**src/rtl/if_stage.sv**
```systemverilog
// ----------------------------------------------------------------------------
// if_stage : instruction-fetch stage of the 3-stage pipelined RISC-V core.
//
// Owns the program counter. It issues instruction-memory requests and absorbs
// memory wait states. Downstream stalls are absorbed with a one-entry skid
// buffer. Branch/jump redirects from the execute stage are applied here. The
// stage drives the IF/EX pipeline register that the datapath consumes.
//
// Ports
//   clk1        in   clock, rising edge
//   reset1      in   asynchronous, active-high reset
//   stall       in   datapath cannot accept a new instruction this cycle
//   br_taken    in   redirect request from execute stage
//   br_target   in   redirect address (low two bits ignored)
//   imem_req    out  fetch request valid
//   imem_addr   out  fetch address (equals PC)
//   imem_ready  in   imem_rdata valid for the current request this cycle
//   imem_rdata  in   fetched instruction
//   PC          out  current fetch PC
//   pc_ex       out  PC of instruction in IF/EX register
//   instr_ex    out  instruction in IF/EX register
//   valid_ex    out  IF/EX register holds a real instruction
// ----------------------------------------------------------------------------
module if_stage #(
    parameter int unsigned                addr_data_width = 32,
    parameter logic [addr_data_width-1:0] RESET_PC        = '0,
    parameter logic [31:0]                NOP_INSTR       = 32'h0000_0013
) (
    input  logic                       clk1,
    input  logic                       reset1,
    input  logic                       stall,
    input  logic                       br_taken,
    input  logic [addr_data_width-1:0] br_target,
    output logic                       imem_req,
    output logic [addr_data_width-1:0] imem_addr,
    input  logic                       imem_ready,
    input  logic [31:0]                imem_rdata,
    output logic [addr_data_width-1:0] PC,
    output logic [addr_data_width-1:0] pc_ex,
    output logic [31:0]                instr_ex,
    output logic                       valid_ex
);

    // START : idle for one edge after reset, no request.
    // FETCH : request outstanding at PC.
    // HOLD  : skid buffer full, waiting for the datapath to release its stall.
    typedef enum logic [1:0] {
        ST_START = 2'd0,
        ST_FETCH = 2'd1,
        ST_HOLD  = 2'd2
    } state_e;

    state_e r_state;
    state_e w_state_next;

    logic [addr_data_width-1:0] r_pc;
    logic [addr_data_width-1:0] r_pc_ex;
    logic [31:0]                r_instr_ex;
    logic                       r_valid_ex;
    logic [addr_data_width-1:0] r_skid_pc;
    logic [31:0]                r_skid_instr;

    logic                       w_redirect;
    logic [addr_data_width-1:0] w_redirect_pc;
    logic [addr_data_width-1:0] w_pc_plus4;

    // A redirect is meaningless before the first fetch has started.
    assign w_redirect    = br_taken && (r_state != ST_START);
    // The target is forced onto a word boundary so PC[1:0] stays zero.
    assign w_redirect_pc = br_target & {{(addr_data_width-2){1'b1}}, 2'b00};
    // Modulo 2^W increment: the top word wraps to zero silently.
    assign w_pc_plus4    = r_pc + addr_data_width'(4);

    // ------------------------------------------------------------------
    // State register
    // ------------------------------------------------------------------
    // NOTE: sequential state uses non-blocking assignments so every register
    // samples the pre-edge values regardless of process evaluation order.
    always_ff @(posedge clk1 or posedge reset1) begin
        if (reset1) begin
            r_state <= ST_START;
        end else begin
            r_state <= w_state_next;
        end
    end

    // ------------------------------------------------------------------
    // Next-state logic
    // ------------------------------------------------------------------
    // NOTE: the default assignment at the top keeps this block free of
    // inferred latches even when a branch forgets to assign.
    always_comb begin
        w_state_next = r_state;
        unique case (r_state)
            ST_START: w_state_next = ST_FETCH;
            ST_FETCH: begin
                if (w_redirect) begin
                    w_state_next = ST_FETCH;
                end else if (imem_ready && stall) begin
                    w_state_next = ST_HOLD;
                end
            end
            ST_HOLD: begin
                if (w_redirect || !stall) begin
                    w_state_next = ST_FETCH;
                end
            end
            default: w_state_next = ST_START;
        endcase
    end

    // ------------------------------------------------------------------
    // Output logic
    // ------------------------------------------------------------------
    always_comb begin
        imem_req = 1'b0;
        if (r_state == ST_FETCH) begin
            imem_req = 1'b1;
        end
    end

    assign imem_addr = r_pc;
    assign PC        = r_pc;
    assign pc_ex     = r_pc_ex;
    assign instr_ex  = r_instr_ex;
    assign valid_ex  = r_valid_ex;

    // ------------------------------------------------------------------
    // PC, IF/EX register and skid buffer
    // ------------------------------------------------------------------
    // The skid buffer needs no valid bit: it is full exactly while in HOLD.
    // NOTE: the skid registers are reset as well, even though their content
    // is never consumed while empty, so no output can ever show X.
    always_ff @(posedge clk1 or posedge reset1) begin
        if (reset1) begin
            r_pc         <= RESET_PC;
            r_pc_ex      <= '0;
            r_instr_ex   <= NOP_INSTR;
            r_valid_ex   <= 1'b0;
            r_skid_pc    <= '0;
            r_skid_instr <= NOP_INSTR;
        end else if (w_redirect) begin
            // Redirect beats stall and memory response; a same-cycle
            // response and any skid content are simply dropped.
            r_pc       <= w_redirect_pc;
            r_instr_ex <= NOP_INSTR;
            r_valid_ex <= 1'b0;
        end else begin
            unique case (r_state)
                ST_FETCH: begin
                    if (imem_ready && !stall) begin
                        r_pc_ex    <= r_pc;
                        r_instr_ex <= imem_rdata;
                        r_valid_ex <= 1'b1;
                        r_pc       <= w_pc_plus4;
                    end else if (imem_ready && stall) begin
                        // Park the response; IF/EX keeps the stalled instruction.
                        r_skid_pc    <= r_pc;
                        r_skid_instr <= imem_rdata;
                        r_pc         <= w_pc_plus4;
                    end else if (!stall) begin
                        // Wait state with a free datapath: issue a bubble.
                        r_instr_ex <= NOP_INSTR;
                        r_valid_ex <= 1'b0;
                    end
                end
                ST_HOLD: begin
                    if (!stall) begin
                        r_pc_ex    <= r_skid_pc;
                        r_instr_ex <= r_skid_instr;
                        r_valid_ex <= 1'b1;
                    end
                end
                default: ;
            endcase
        end
    end

endmodule

```
**config.mk**
```make
export PLATFORM = sky130hd
export DESIGN_NAME = if_stage
export DESIGN_NICKNAME = d
export VERILOG_FILES = /design/src/rtl/if_stage.sv
export SDC_FILE = /design/constraint.sdc
export NUM_CORES = 1
export LEC_CHECK = 0
export ABC_AREA = 1
export CAP_MARGIN = 20
export CORE_ASPECT_RATIO = 1.1
export CORE_MARGIN = 2
export CORE_UTILIZATION = 53
export CTS_CLUSTER_DIAMETER = 60
export DETAILED_ROUTE_END_ITERATION = 7
export GPL_ROUTABILITY_DRIVEN = 0
export PLACE_DENSITY_LB_ADDON = 0.12
export SYNTH_ARGS = -nofsm -noshare
export SYNTH_HDL_FRONTEND = slang
export SYNTH_SLANG_ARGS = --single-unit
```
**constraint.sdc**
```tcl
create_clock -name clk1 -period 11.8 [get_ports clk1]
set_input_delay 2.36 -clock clk1 [delete_from_list [all_inputs] [get_ports clk1]]
set_output_delay 2.36 -clock clk1 [all_outputs]
set_load 0.05 [all_outputs]
```
# After elaboration in Yosys (flattened, before gate mapping)
# Cells that the tools add are included.
dict set report word_totals {
  ff_bits 163
  output_inout_bits 130
  elab_cells 59
  in_bits 69
}
dict set report classes {
  mux 24
  reduce_logical 16
  addsub 1
  eq_ne 9
  bitwise_logic 2
}
# operator count
set op_table {}
lappend op_table {{32-bit two-way mux} 11}
lappend op_table {{32-bit case mux with 2 select lines} 2}
lappend op_table {{32-bit by 3-bit adder with 32-bit output (second input constant)} 1}
lappend op_table {{4-bit AND reduction} 3}
lappend op_table {{1-bit two-way mux} 6}
lappend op_table {{2-bit two-way mux} 3}
lappend op_table {{2-bit case mux with 3 select lines} 1}
lappend op_table {{2-bit nonzero test} 3}
lappend op_table {{3-bit nonzero test} 2}
lappend op_table {{2-bit != test (second input constant)} 2}
lappend op_table {{4-bit by 3-bit != test with 1-bit output (second input constant)} 1}
lappend op_table {{4-bit != test (second input constant)} 1}
lappend op_table {{2-bit AND reduction} 2}
lappend op_table {{1-bit logical AND} 3}
lappend op_table {{3-bit by 2-bit != test with 1-bit output (second input constant)} 1}
lappend op_table {{3-bit != test (second input constant)} 1}
lappend op_table {{2-bit by 1-bit equality test with 1-bit output (second input constant)} 1}
lappend op_table {{2-bit equality test (second input constant)} 1}
lappend op_table {{2-bit zero test} 1}
lappend op_table {{2-bit by 1-bit != test with 1-bit output (second input constant)} 1}
lappend op_table {{1-bit NOT} 2}
lappend op_table {{1-bit case mux with 2 select lines} 1}
lappend op_table {{1-bit zero test} 1}
lappend op_table {{1-bit logical OR} 1}

# Logic depth before layout (Yosys ltp)
# Gate-level depths: netlist of run 1.
dict set report logic_depth {
  word_depth 5
  mapped_depth 10
  depth_no_buf 10
}

# Worst setup path after synthesis of run 1
# Ideal clock, no wire load.
dict set report synth_path {
  path_kind {in2reg}
  start {in br_taken}
  end {reg r_skid_instr[2]}
  n_path_buf 3
  t_required_ps 11670
  setup_ps 130
  cell_stages 7
  t_arrival_ps 3319
  path_slack_ps 8350
  path_cell_list {buf_2 > nor3_2 > nand3_2 > buf_2 > buf_2 > nand2_1 > o21ai_0}
}
dict set report synth_between {
  elab_chain_len 3
}
# item line
set synth_lines {}
lappend synth_lines {{from (decl)} 32} ;# input logic br_taken,
lappend synth_lines {{1-bit logical AND} 68} ;# assign w_redirect = br_taken && (r_state != ST_START);
lappend synth_lines {{1-bit NOT (no source line)} n/a}
lappend synth_lines {{4-bit AND reduction (no source line)} n/a}
lappend synth_lines {{to (signal assigned)} 159} ;# r_skid_instr <= imem_rdata;
lappend synth_lines {{to (decl)} 61} ;# logic [31:0] r_skid_instr;
# Every way passes these cells.
# A chain may end at the register's enable or synchronous reset.

# Worst setup path after layout of run 1
dict set report layout_path {
  start {in br_taken}
  end {reg r_instr_ex[28], in the netlist instr_ex[28]}
}
dict set report layout_between {
  elab_chain_len 3
  elab_cells_between_ends 7
  cone_classes {eq/ne (3); mux (1); reduce/logical (3)}
}
# item line
set layout_lines {}
lappend layout_lines {{1-bit logical AND (*)} 68}
lappend layout_lines {{4-bit != test (no source line), or another cell as far along} n/a}
lappend layout_lines {{4-bit AND reduction (no source line)} n/a}
lappend layout_lines {{to (signal assigned)} 153} ;# r_instr_ex <= imem_rdata;
lappend layout_lines {{to (signal assigned)} 170} ;# r_instr_ex <= r_skid_instr;
lappend layout_lines {{to (decl)} 58} ;# logic [31:0] r_instr_ex;
# Mark *: on every way between the ends. The rest lies on a longest branch, timed or not.

==> results.yml, run 1 <==
cts:
  hold_buffers: 0
  path_clk_slew_ns: 0.06
  ctsRootBufferMaster: "clkbuf_16"
  cts_sinks: 157
  h-tree-depth: 4
  cts_setup_buffers: 0
  clock_path_buffers: 2
  clkLatencyLatePin_ns: 0.42
  tritoncts.num_buffers: 17
  ctsResizeCount: 0
  cts_tree: "built"
critical_path:
  cp-start-kind: "primary input"
  crit_fanout: 45
  path_buf_inv: 2
  path_cells: "clkdlybuf4s50_1 > nand2_1 > nand2_1 > inv_2 > nand2_2 > o21ai_0"
  cp_top_family: "buffers and inverters"
  cpMaxStageDelayCell: "inv_2"
  cp_common_cell: "nand2_1"
  cp.required_ns: 12.12
  slowest_delay_ns: 0.92
  endpoint_kind: "flip-flop"
  criticalPathCategory: "in -> reg"
  critPathArrivalTime_ns: 5.54
placement:
  hpwl_um: 13000
  postPlaceCellArea_sq_um: 9530
  place_ws_ns: 6.14
  placedCellCount: 1328
  port_buffers: 190
status:
  status: "finished clean"
drt:
  drt_wl_total_um: 19300
  dr_total_vias: 6927
  drt_first_iter_violations: 709
  routedWlPerCell_um: 14.2
  drtAntennaViolNets: 0
  drt-vias-per-instance: 5.09
  drc: 0
  dr.pass1.iters: 5
finish:
  drive_gt1_share_pct: 4.79
  fin_cells: 1360
  post-route-util_pct: 70.1
  nNetsFinal: 1226
  finalInstanceArea_sq_um: 10100
  n_antenna_cell: 0
  syn2layout_area_growth_pct: 28.8
  fillerInstances: 1241
die:
  rows: 46
  pin_count: 199
  die-height_um: 132
  die_area_sq_um: 15800
  core_sq_um: 14400
  initial_utilization_pct: 54.4
  fp.dieW_um: 120
power:
  p_comb_share_pct: 46.1
  clkPwrFrac_pct: 20.9
  switching_power_w: 0.00115
  swShare_pct: 45.4
  ir_worst_vdd_uv: 150
  power_density_nw_per_um2: 251
  leakagePower_nw: 4.71
  pwr-share-seq_pct: 33.0
  p_int_w: 0.00139
sta:
  period_minus_slack_ns: 5.23
  tns_ns: 0
  fin_crit_sh_pct: 44.3
  slew_violations: 0
  relSlewSlack_pct: 30.7
  fin_skew_ns: 0.0108
  final_hold_viol_count: 0
  setup-violations-final: 0
  rsz0062_at_grt: "false"
  final.setup.worst_slack_ns: 6.57
  worstMarginPinSlew_ns: 1.04
  timing.fmax_mhz: 191
synthesis:
  syn_area_per_cell_sq_um: 7.64
  ys_ff_latch: 157
  netlist_instances: 1028
  synth_cell_types: 30
  ys_seq_area_share_pct: 50.1
  synthesis.area_sq_um: 7860
  ys_warn_count: 0
global_route:
  grt_first_pass_wirelength_um: 31800
  grt_usage_pct: 24.9
  grt_max_degree: 88
  antenna_found_initial: 0
  grt_pass1_vias: 6343
  grt_overflow: 0
run:
  max-cap-violations: 0
worst_hold_path:
  min_path_type: "reg -> reg"
-- metal layers --
metal / vias to the layer above / wire [um] / track usage [%]
met3: 27 / 1180 / 3.95
li1: 3512 / - / -
met2: 227 / 9060 / 39.3
met4: 0 / 414 / 8.89
met5: - / 0 / 0
met1: 3161 / 8610 / 34.9
-- cells in the mapped netlist --
| library cell | count | area [sq um] |
|---|---|---|
| nand3_2 | 1 | 10.0 |
| o21ai_2 | 2 | 17.5 |
| nor2_1 | 69 | 259 |
| o21a_1 | 1 | 7.51 |
| o21ai_0 | 178 | 891 |
| nor2_4 | 1 | 11.3 |
| conb_1 | 1 | 3.75 |
| nor3_2 | 1 | 10.0 |
| nand3_1 | 27 | 135 |
| nand2_2 | 2 | 12.5 |
| buf_4 | 36 | 270 |
| buf_6 | 5 | 56.3 |
| inv_1 | 84 | 315 |
| o21ai_1 | 65 | 325 |
| nand3b_1 | 1 | 7.51 |
| a21oi_1 | 23 | 115 |
| a32oi_1 | 2 | 17.5 |
| nor2_2 | 2 | 12.5 |
| ha_1 | 1 | 12.5 |
| a22oi_1 | 1 | 7.51 |
| inv_2 | 6 | 22.5 |
| dfrtp_1 | 151 | 3780 |
| o22ai_1 | 1 | 6.26 |
| buf_2 | 16 | 80.1 |
| buf_1 | 1 | 3.75 |
| nand2_1 | 305 | 1140 |
| o22a_1 | 3 | 26.3 |
| clkbuf_1 | 33 | 124 |
| dfstp_2 | 6 | 158 |
| nor3_1 | 3 | 15.0 |
-- worst register-to-register path, stage by stage, from the launching register on --
cell     delay [ns]
dfrtp_1        0.43
nand2_1        0.13
nand2_1        0.61
inv_2          0.92
nand2_2        0.57
o21ai_0        0.35
-- through the flow --
stage	hold slack, ns	power, W
after floorplan	0.448	0.00167
after global placement	0.455	0.00200
after detailed placement	0.465	0.00202
after CTS	0.480	0.00255
after global routing	0.502	0.00268
final	0.480	0.00254
-- final timing paths --
kind | cells past startpoint | start | slack [ns] | end
worst max-delay path | 6 | br_taken | 6.57 | instr_ex[28]$_DFFE_PP0P_
worst min-delay path | 2 | r_skid_pc[24]$_DFFE_PP0P_ | 0.48 | r_skid_pc[24]$_DFFE_PP0P_
worst max register to register | 5 | r_state[1]$_DFFE_PP0P_ | 8.69 | instr_ex[28]$_DFFE_PP0P_
worst min register to register | 2 | r_skid_pc[24]$_DFFE_PP0P_ | 0.48 | r_skid_pc[24]$_DFFE_PP0P_
max in group asynchronous | 3 | reset1 | 7.90 | pc_ex[12]$_DFFE_PP0P_
min in group asynchronous | 2 | reset1 | 2.47 | pc_ex[5]$_DFFE_PP0P_
-- area by class of cell --
type,instances,area (sq um),area share [%]
Clock inverter,11,120,1.19
Inverter,90,343,3.39
Timing Repair Buffer,195,1960,19.4
Sequential cell,157,3940,38.9
Tap cell,192,240,2.37
Multi-Input combinational cell,695,3070,30.4
Clock buffer,20,447,4.41
-- kinds of logic (layout without fill, tap and decap cells) --
family	Yosys count	after routing	share of synthesized area (%)
compound gates	276	276	18.0
fa+ha+maj	1	1	0.159
buf+inv	181	316	11.1
flops	157	157	50.1
other cells	1	6	0.0477
simple gates	412	412	20.6
-- state kept, by name, indices dropped and copies added, names as in the netlist --
register      flops
instr_ex         32
r_skid_instr     32
PC               30
r_state           2
valid_ex          1
r_skid_pc        30
pc_ex            30
-- placed cells by master, fill, tap and decap left out, types with 17 or more instances in the layout --
cell type        count
nand2_1            305
clkdlybuf4s50_1    190
o21ai_0            178
dfrtp_1            151
inv_1               83
nor2_1              69
o21ai_1             65
nand3_1             27
a21oi_1             23
clkbuf_16           17
-- power by group through the flow --
stage               combinational, W  sequential (W)  clock (W)
floorplan                   0.000518         0.00115          0
global placement             0.00116        0.000839          0
detailed placement           0.00117        0.000846          0
CTS                          0.00118        0.000838   0.000536
global route                 0.00125        0.000864   0.000561
finish                       0.00117        0.000840   0.000532
Power figures use the tool's default switching activity.
==> run 2: changes to the inputs <==
Settings changed: CORE_UTILIZATION 53 to 45.
Clock period 11.8 ns to 4.2 ns, I/O delays scaled along.
==> run 2 against run 1 <==
Net effect: clock-buffer cell count did not move; non-clock buffer count increased by 5; first-iteration DRC count down 45%; via count is essentially flat; design area is 1.7% higher; die area up 17%; global-route usage down 3.3 points.
==> results.yml, run 2 (synthesis results as in run 1) <==
sta:
  period_minus_slack_ns: 2.75
  timing.fmax_mhz: 363
  slew_violations: 0
  worstMarginPinSlew_ns: 0.903
  fin_crit_sh_pct: 65.6
  setup-violations-final: 0
  fin_skew_ns: 0.0127
  tns_ns: 0
  final_hold_viol_count: 0
  relSlewSlack_pct: 39.6
  rsz0062_at_grt: "false"
drt:
  routedWlPerCell_um: 14.0
  drt-vias-per-instance: 4.92
  dr_total_vias: 6933
  drt_wl_total_um: 19700
  drc: 0
  dr.pass1.iters: 5
  drtAntennaViolNets: 0
  drt_first_iter_violations: 389
global_route:
  antenna_found_initial: 0
  grt_overflow: 0
  grt_max_degree: 93
  grt_usage_pct: 21.7
  grt_pass1_vias: 6307
  grt_first_pass_wirelength_um: 31500
finish:
  seq_area_sq_um: 3940
  final_cell_mix: "305 x nand2_1, 190 x clkdlybuf4s50_1, 178 x o21ai_0"
  n_antenna_cell: 0
  multi_input_area_sq_um: 3070
  fillerInstances: 1632
  syn2layout_area_growth_pct: 31.0
  nNetsFinal: 1231
  final_common_cell: "nand2_1"
  drive_gt1_share_pct: 5.37
cts:
  clkLatencyLatePin_ns: 0.42
  path_clk_slew_ns: 0.06
  h-tree-depth: 4
  tritoncts.num_buffers: 17
  ctsResizeCount: 0
  cts_sinks: 157
  cts_tree: "built"
  hold_buffers: 0
  ctsRootBufferMaster: "clkbuf_16"
  cts_setup_buffers: 0
  clock_path_buffers: 2
run:
  max-cap-violations: 0
worst_hold_path:
  min_path_type: "reg -> reg"
  holdPathStages: 2
critical_path:
  path_buf_inv: 2
  cp_top_family: "buffers and inverters"
  cp.required_ns: 3.36
  cp-start-kind: "flip-flop"
  cp.depth: 3
  cpMaxStageDelayCell: "clkdlybuf4s50_1"
  crit_fanout: 3
  slowest_delay_ns: 0.85
  critPathArrivalTime_ns: 1.91
  reg2reg_depth: 10
  endpoint_kind: "output port"
  criticalPathCategory: "reg -> out"
  path_cells: "inv_1 > nor2_2 > clkdlybuf4s50_1"
placement:
  hpwl_um: 13600
  port_buffers: 190
power:
  leakagePower_nw: 4.77
  ir_worst_vdd_uv: 460
  power_density_nw_per_um2: 706
  finalPower_w: 0.00726
die:
  die_area_sq_um: 18500
  core_sq_um: 17100
  rows: 50
  fp.dieW_um: 130
  pin_count: 199
  initial_utilization_pct: 46.0
  die-height_um: 143
status:
  status: "finished clean"
## run 2: per-layer routing
layer	routed length, um	part of all wire, %	global-route usage, %
met1	9130	46	30.4
met2	9070	46	33.3
met3	1100	5.6	4.77
met4	354	1.8	7.41
met5	0	0	0
## run 2: cell type report
type	count	share of cell area [%]
clock buffer	20	4.44
clock inverter	12	1.57
inverter	90	3.32
multi-input combinational	695	29.9
sequential	157	38.3
tap	234	2.85
timing repair buffer	200	19.7
## run 2: worst paths after layout
kind	start	end	slack, ns
min in group asynchronous	reset1	instr_ex[24]$_DFFE_PP0P_	0.88
min reg2reg	r_skid_instr[23]$_DFFE_PP0P_	r_skid_instr[23]$_DFFE_PP0P_	0.48
min	r_skid_instr[23]$_DFFE_PP0P_	r_skid_instr[23]$_DFFE_PP0P_	0.48
max in group asynchronous	reset1	instr_ex[4]$_DFFE_PP1P_	2.86
max	r_state[0]$_DFFE_PP0P_	imem_req	1.45
max reg2reg	PC[2]$_DFFE_PP0P_	PC[26]$_DFFE_PP0P_	2.02
## run 2: metrics by stage
step                cell area, sq um  utilization [%]  instances  hold slack, ns  worst slack (ns)
CTS                            10300             60.2       1408           0.478              1.42
global route                   10300             60.2       1408           0.502              1.37
detailed placement              9670             56.6       1376           0.463              1.21
finish                         10300             60.2       1408           0.477              1.45
floorplan                       7880                -       1033           0.448              1.38
global placement                9650             56.5       1375           0.454              1.25
## run 2: power breakdown
part	total, W	switching, W	internal [W]
combinational	0.00331	0.00226	0.00104
clock	0.00160	0.000628	0.000971
sequential	0.00236	0.000376	0.00198
total	0.00726	0.00327	0.00400
## run 2: worst register-to-register path: cells and delay by family, from the launching register on
family | cells | cell delay [ns]
AND/OR/NAND/NOR | 9 | 1.41
adder cells (fa/ha/maj) | 1 | 0.24
flip-flops | 1 | 0.42
==> run 3: changes to the inputs <==
Clock period 4.2 ns to 2.35 ns, I/O delays scaled along.
==> run 3 against run 2 <==
Net effect: critical path depth is 2 lower; clock skew is 0.00063 ns higher; core utilization is 0.76 points higher; clock power is 81% higher; register-to-register slack worse by 1.6 ns; wire length is 1.8% higher; via count is 0.35% higher; critical endpoint is now instr_ex[0]; largest cell class unchanged; highest routed layer unchanged.
==> results.yml, run 3 (synthesis results as in run 1) <==
status:
  status: "finished clean"
sta:
  timing.fmax_mhz: 442
  slew_violations: 0
  rsz0062_at_grt: "false"
  fin_crit_sh_pct: 96.3
  final.setup.worst_slack_ns: 0.0874
  period_minus_slack_ns: 2.26
  hold_ws_ns: 0.305
  fin_skew_ns: 0.0133
  setup-violations-final: 0
  final_hold_viol_count: 0
  worstMarginPinSlew_ns: 0.589
  relSlewSlack_pct: 60.6
finish:
  final_common_cell: "nand2_1"
  syn2layout_area_growth_pct: 32.6
  fillerInstances: 1606
  n_antenna_cell: 0
  final_cell_mix: "305 x nand2_1, 189 x clkdlybuf4s50_1, 178 x o21ai_0"
  post-route-util_pct: 61.0
  nNetsFinal: 1241
  drive_gt1_share_pct: 6.33
critical_path:
  crit_fanout: 2
  cp.required_ns: 1.88
  criticalPathCategory: "reg -> out"
  cp_top_family: "buffers and inverters"
  path_cells: "clkdlybuf4s50_1"
  path_buf_inv: 1
  critPathArrivalTime_ns: 1.79
  slowest_delay_ns: 0.82
  cp-start-kind: "flip-flop"
  endpoint_kind: "output port"
  cpMaxStageDelayCell: "clkdlybuf4s50_1"
worst_hold_path:
  min_path_type: "in -> async"
cts:
  cts_setup_buffers: 0
  clkLatencyLatePin_ns: 0.43
  ctsRootBufferMaster: "clkbuf_16"
  h-tree-depth: 4
  tritoncts.num_buffers: 17
  hold_buffers: 0
  path_clk_slew_ns: 0.07
  ctsResizeCount: 0
  cts_sinks: 157
  clock_path_buffers: 2
  cts_tree: "built"
global_route:
  grt_max_degree: 74
  grt_usage_pct: 22.2
  antenna_found_initial: 0
  grt_pass1_vias: 6428
  grt_first_pass_wirelength_um: 32200
  grt_overflow: 0
drt:
  drtAntennaViolNets: 0
  drt_first_iter_violations: 380
  dr.pass1.iters: 5
  drt_wl_total_um: 20000
  drt-vias-per-instance: 4.91
  routedWlPerCell_um: 14.1
  dr_total_vias: 6957
  drc: 0
die:
  rows: 50
  core_sq_um: 17100
  fp.dieW_um: 130
  initial_utilization_pct: 46.0
  die_area_sq_um: 18500
  die-height_um: 143
  pin_count: 199
placement:
  hpwl_um: 14000
  port_buffers: 190
  place_ws_ns: 0.231
power:
  leakagePower_nw: 4.83
  power_density_nw_per_um2: 1260
  ir_worst_vdd_uv: 798
  finalPower_w: 0.0131
run:
  max-cap-violations: 0
==> run 3: cell types whose count changed in the layout (fill, tap and decap cells not counted) <==
cell             previous run  this run
clkbuf_1                    1         0
clkinvlp_4                  4         6
buf_12                      4         8
clkbuf_8                    2         3
inv_6                       1         2
clkdlybuf4s50_1           190       189
clkinv_4                    4         1
buf_4                       6        13
==> run 3: metrics by stage <==
| step | TNS, ns | instance area (sq um) | cells |
|---|---|---|---|
| after detailed placement | 0 | 9790 | 1386 |
| after floorplan | -15.40 | 7880 | 1033 |
| after global placement | 0 | 9790 | 1386 |
| final | 0 | 10400 | 1418 |
| after global routing | 0 | 10400 | 1418 |
| after CTS | 0 | 10400 | 1418 |
==> run 3: path summary, 6_finish.rpt <==
| check | startpoint | endpoint | slack (ns) | depth (start not counted) |
|---|---|---|---|---|
| worst max register to register | PC[2]$_DFFE_PP0P_ | PC[31]$_DFFE_PP0P_ | 0.45 | 9 |
| worst min register to register | valid_ex$_DFFE_PP0P_ | valid_ex$_DFFE_PP0P_ | 0.48 | 2 |
| worst min-delay path | reset1 | instr_ex[24]$_DFFE_PP0P_ | 0.30 | 2 |
| min in group clk1 | valid_ex$_DFFE_PP0P_ | valid_ex$_DFFE_PP0P_ | 0.48 | 2 |
| max in group asynchronous | reset1 | r_skid_instr[1]$_DFFE_PP1P_ | 1.42 | 3 |
| worst max-delay path | instr_ex[0]$_DFFE_PP1P_ | instr_ex[0] | 0.09 | 1 |
==> run 3: final cells by class <==
class / count / area [sq um] / area share, %
clock inverter: 12 / 159 / 1.52
sequential: 157 / 3940 / 37.8
inverter: 90 / 342 / 3.28
timing repair buffer: 210 / 2150 / 20.6
clock buffer: 20 / 467 / 4.48
multi-input combinational: 695 / 3070 / 29.5
tap: 234 / 293 / 2.81
==> run 3: routing by layer <==
layer / vias to the layer above / global-route usage [%] / share of wire (%)
li1: 3559 / - / -
met1: 3142 / 30.8 / 46
met2: 222 / 34.4 / 45
met5: - / 0 / 0
met3: 34 / 3.80 / 5.9
met4: 0 / 9.56 / 3.0
==> run 3: report_power, final <==
| part | total [W] | switching (W) | internal [W] |
|---|---|---|---|
| Sequential | 0.00422 | 0.000674 | 0.00354 |
| Combinational | 0.00597 | 0.00406 | 0.00191 |
| Clock | 0.00290 | 0.00114 | 0.00176 |
==> variant 1 (config.mk and constraints of run 3) <==
`addr_data_width`: 32 -> 48.
--- a/src/rtl/if_stage.sv
+++ b/src/rtl/if_stage.sv
@@ -22,7 +22,7 @@
 //   valid_ex    out  IF/EX register holds a real instruction
 // ----------------------------------------------------------------------------
 module if_stage #(
-    parameter int unsigned                addr_data_width = 32,
+    parameter int unsigned                addr_data_width = 48,
     parameter logic [addr_data_width-1:0] RESET_PC        = '0,
     parameter logic [31:0]                NOP_INSTR       = 32'h0000_0013
 ) (
Interface: changed (resized PC, br_target, imem_addr and pc_ex); port bits go from 199 to 263. The function was not compared with the original's and may differ.
==> variant 1 against run 3 <==
- worst setup slack worse by 0.040 ns
- power rose by 35%
- sequential cell count is 48 higher
- wire length grew 45%
- clock skew grew 0.0013 ns
- area after synthesis rose by 36%
- critical path depth unchanged
- die area is 35% higher
- cell count grew 34%
- register-to-register slack got worse by 0.15 ns
- synthesized cell count increased by 36%
- worst hold slack improved by 0.18 ns
- final area is 34% higher
==> variant 1: results (changes against run 3) <==
.. list-table::
   :header-rows: 1

   * - Metric
     - Value
   * - Result of the run
     - completed (unchanged)
   * - First-pass iteration count of the detailed router
     - 6 (was 5)
   * - Worst setup path startpoint
     - PC[41] (was instr_ex[0])
   * - Final nets
     - 1670 (was 1241)
   * - Reg-to-reg critical path startpoint
     - PC[3] (was PC[2])
   * - Delay of the slowest cell on the worst path
     - 0.86 ns (was 0.82 ns)
   * - Fraction of the yosys area taken by sequential cells
     - 48.20% (was 50.10%)
   * - Leakage power figure
     - 0.006685 uW (was 0.004833 uW)
   * - Clock tree skew after final layout
     - 0.01457 ns (was 0.01332 ns)
   * - Final-layout fill cell count
     - 2194 (was 1606)
   * - Number of non-clock inverters
     - 128 (was 90)
   * - Number of distinct standard cells referenced by the synthesized netlist
     - 36 (was 30)
   * - Synth area leaders
     - dfrtp_1 47%, nand2_1 14%, o21ai_0 9.4%, o21ai_1 4.7%, inv_1 4.3% (was dfrtp_1 48%, nand2_1 15%, o21ai_0 11%, o21ai_1 4.1%, inv_1 4.0%)
   * - Crit path capture
     - imem_addr[41] (was instr_ex[0])
   * - Post-cts resize count
     - 5 (was 0)
   * - Worst Hold Class
     - flop to flop (was input pin to async pin)
   * - Number of buffers added by the clock tree synthesis step
     - 23 (was 17)
   * - Vias in the first global route
     - 8968 (was 6428)
   * - Depth of the worst register-to-register path
     - 10 (was 9)
   * - Share of final-layout standard cells stronger than drive strength 1
     - 6.125% (was 6.334%)
   * - Insertion delay to the later sink of the worst-skew pair
     - 0.51 ns (was 0.43 ns)
   * - Maximum number of pins on one net before global-route repair
     - 87 (was 74)
   * - Seq_cells
     - 205 (was 157)
   * - GRT Util Overall
     - 22.95% (was 22.21%)
   * - Capture instance of the worst register-to-register path
     - PC[30] (was PC[31])
   * - Synth Area per Inst
     - 7.597 um2 (was 7.642 um2)
   * - Slack of the worst reg-to-reg path
     - 0.30 ns (was 0.45 ns)
   * - Worst-case vdd ir drop
     - 0.0007341 V (was 0.0007980 V)
   * - Transition time of the tightest slew-check pin
     - 0.6492 ns (was 0.5894 ns)
   * - Number of buffers added on ports
     - 254 (was 190)
   * - Final routed wire length divided by cell count
     - 15.28 um (was 14.11 um)
   * - Top cell types by occurrence after synthesis
     - 391 x nand2_1, 200 x o21ai_0, 199 x dfrtp_1 (was 305 x nand2_1, 178 x o21ai_0, 151 x dfrtp_1)
## variant 1: changes by cell type after synthesis, moves of 15 or more
cell and change:
nand2_1 +86, dfrtp_1 +48, nor2_1 +38, inv_1 +37, o21ai_1 +36, o21ai_0 +22, a21oi_1 +20, buf_2 +16
buf_4 +16, nand3_1 +15
## variant 1: kinds of logic (layout without fill, tap and decap cells)
group	Yosys count	count (layout)	share of synthesized area (%)
other	1	6	0.03518
flip-flops	205	205	48.20
AND/OR/NAND/NOR	570	570	21.46
buffers and inverters	254	446	11.70
AO/OA/AOI/OAI	372	372	18.49
adder cells (fa/ha/maj)	1	1	0.1174
## variant 1: stage by stage
stage | cell area (um2) | total power (uW) | setup WS, ns | hold WS [ns]
6_report | 13970 | 17640 | 0.04728 | 0.4808
5_1_grt | 13970 | 18620 | 0.0003175 | 0.5039
4_1_cts | 13900 | 17790 | 0.0004654 | 0.4768
3_3_place_gp | 13160 | 14040 | 0.2254 | 0.4529
3_5_place_dp | 13160 | 14160 | 0.1985 | 0.4622
2_1_floorplan | 10680 | 11520 | -0.7734 | 0.4479
## variant 1: per-layer routing
metal / wire, um / up-vias / GRT usage (%)
met5: 0 / - / 0
met4: 649 / 0 / 6.287
met3: 2094 / 42 / 3.104
met2: 13190 / 346 / 36.69
met1: 13180 / 4469 / 32.90
li1: - / 4832 / -
## variant 1: worst reg2reg max path, stage by stage (launching register included)
cell and delay [ns]:
dfrtp_1 0.42, ha_1 0.23, nand2_1 0.10, nor2_1 0.14
nand2_1 0.19, nor2_1 0.39, nand2_1 0.13, o21ai_0 0.16
nand2_1 0.06, o21ai_0 0.07, inv_1 0.06
## variant 1: power breakdown
part / switching, uW / leakage [uW] / internal [uW]
registers: 954 / 0.00256 / 4670
logic: 5810 / 0.00376 / 2640
clock network: 1420 / 0.000369 / 2150
==> variant 2 (settings of run 3) <==
Made on the original files. Register the input `br_target` before use, cleared by the reset. The logic sees it one clock later. The other inputs are not delayed to match.
--- a/src/rtl/if_stage.sv
+++ b/src/rtl/if_stage.sv
@@ -50,6 +50,16 @@
         ST_HOLD  = 2'd2
     } state_e;
 
+    logic [addr_data_width-1:0] br_target_q;
+
+    always_ff @(posedge clk1 or posedge reset1) begin
+        if (reset1) begin
+            br_target_q <= '0;
+        end else begin
+            br_target_q <= br_target;
+        end
+    end
+
     state_e r_state;
     state_e w_state_next;
 
@@ -67,7 +77,7 @@
     // A redirect is meaningless before the first fetch has started.
     assign w_redirect    = br_taken && (r_state != ST_START);
     // The target is forced onto a word boundary so PC[1:0] stays zero.
-    assign w_redirect_pc = br_target & {{(addr_data_width-2){1'b1}}, 2'b00};
+    assign w_redirect_pc = br_target_q & {{(addr_data_width-2){1'b1}}, 2'b00};
     // Modulo 2^W increment: the top word wraps to zero silently.
     assign w_pc_plus4    = r_pc + addr_data_width'(4);
 
Behaviour: not the same (Yosys sat finds a counterexample within 4 cycles, from zero or initial values and one cycle with reset1 high).
==> variant 2 against run 3 <==
- critical path depth did not move
- count of clock-buffer cells in the layout fell by 2
- non-clock buffer count is the same
- final area is 7.6% higher
- power up 30%
- sequential cell count increased by 30
- worst setup slack improved by 0.0082 ns
- worst hold slack improved by 0.088 ns
- synthesized cell count grew 3.0%
- area after synthesis increased by 10%
- wire length is 1.4% higher
- clock power grew 2%
- critical path type unchanged
==> variant 2: results (changes against run 3) <==
.. list-table::
   :header-rows: 1

   * - Metric
     - Value
   * - Clock tree skew after final layout
     - 0.007871 ns (was 0.01332 ns)
   * - Result of the run
     - completed (unchanged)
   * - Vias in the first global route
     - 6560 (was 6428)
   * - WHS
     - 0.3921 ns (was 0.3045 ns)
   * - Pre-CTS setup slack
     - 0.08793 ns (was 0.2314 ns)
   * - Total cell area at the placement stage
     - 10610 um2 (was 9794 um2)
   * - Arithmetic-cell share of the synthesized area counting full adders, half adders and majority gates
     - 0.1448% (was 0.1593%)
   * - Global-route wire length before repair
     - 33.09 mm (was 32.15 mm)
   * - Least setup slack across all paths after layout
     - 0.09555 ns (was 0.08738 ns)
   * - Final standard cell count with taps included and fillers excluded
     - 1463 (was 1418)
   * - Depth of the worst register-to-register path
     - 10 (was 9)
   * - Fraction of the yosys area taken by sequential cells
     - 54.23% (was 50.10%)
   * - Crit path capture
     - instr_ex[0] (unchanged)
   * - Complex-gate fraction of the synthesized area
     - 16.66% (was 18.00%)
   * - Transition time of the tightest slew-check pin
     - 0.5891 ns (was 0.5894 ns)
   * - Most area-hungry cell type in the Yosys netlist
     - dfrtp_1 (unchanged)
   * - Post-DR vias/cell
     - 4.836 (was 4.906)
   * - Worst setup path startpoint
     - instr_ex[0] (unchanged)
   * - Slack of the worst reg-to-reg path
     - 0.37 ns (was 0.45 ns)
   * - Final-layout fill cell count
     - 1763 (was 1606)
   * - Setup TNS
     - 0 ns (unchanged)
   * - Maximum net fanout on the critical path
     - 2 (unchanged)
   * - Cells after synthesis
     - 1059 (was 1028)
   * - Placed Cells incl. Taps
     - 1431 (was 1386)
   * - Capture instance of the worst register-to-register path
     - PC[26] (was PC[31])
   * - Synth area leaders
     - dfrtp_1 52%, nand2_1 13%, o21ai_0 12%, inv_1 3.7%, buf_4 3.1% (was dfrtp_1 48%, nand2_1 15%, o21ai_0 11%, o21ai_1 4.1%, inv_1 4.0%)
   * - Reg-to-reg critical path startpoint
     - PC[3] (was PC[2])
   * - First-pass iteration count of the detailed router
     - 4 (was 5)
   * - Arr. time, crit path
     - between 1.5 and 2 ns
   * - Share of final-layout standard cells stronger than drive strength 1
     - 6.826% (was 6.334%)
   * - Estimated wirelength of the detail-placed design
     - 14.34 mm (was 14.01 mm)
   * - Ant. Diodes
     - 0 (unchanged)
   * - Iteration-0 DRC Markers
     - 374 (was 380)
   * - GRT Util Overall
     - 20.82% (was 22.21%)
   * - Final nets
     - 1273 (was 1241)
   * - YS warnings
     - 0 (unchanged)
   * - Top cell types by occurrence after synthesis
     - 303 x nand2_1, 209 x o21ai_0, 181 x dfrtp_1 (was 305 x nand2_1, 178 x o21ai_0, 151 x dfrtp_1)
   * - Total wire length
     - 20.29 mm (was 20.01 mm)
   * - Worst-case vdd ir drop
     - 0.0008785 V (was 0.0007980 V)
   * - Leakage power figure
     - 0.005227 uW (was 0.004833 uW)
==> variant 2: cell count changes in the layout (fill, tap and decap cells not counted), moves of 3 or more <==
cell      delta
dfrtp_1     +30
o21ai_0     +31
nor2_1       +3
clkinv_2     +3
o21ai_2      +8
o21ai_1     -40
==> variant 2: routing by layer <==
layer	part of all wire (%)	global-route usage, %	vias up	wire (um)
li1	-	-	3630	-
met1	47	30.12	3210	9631
met2	45	31.01	205	9074
met3	5.0	3.976	30	1021
met4	2.8	8.073	0	561
met5	0	0	-	0
==> variant 2: final cells by class <==
type                    instances  area [um2]  share of cell area, %
clock inverters                14       167.7                  1.495
repair buffers                210        2150                  19.17
multi-input cells             696        3117                  27.79
flip-flops and latches        187        4687                  41.79
clock buffers                  18       439.2                  3.916
well taps                     247       309.0                  2.756
inverters                      91       345.3                  3.079
==> variant 2: power breakdown <==
group          switching [uW]  internal (uW)
Clock                    1250           1710
Combinational            5870           2750
Sequential                952           4490
Total                    8070           8940
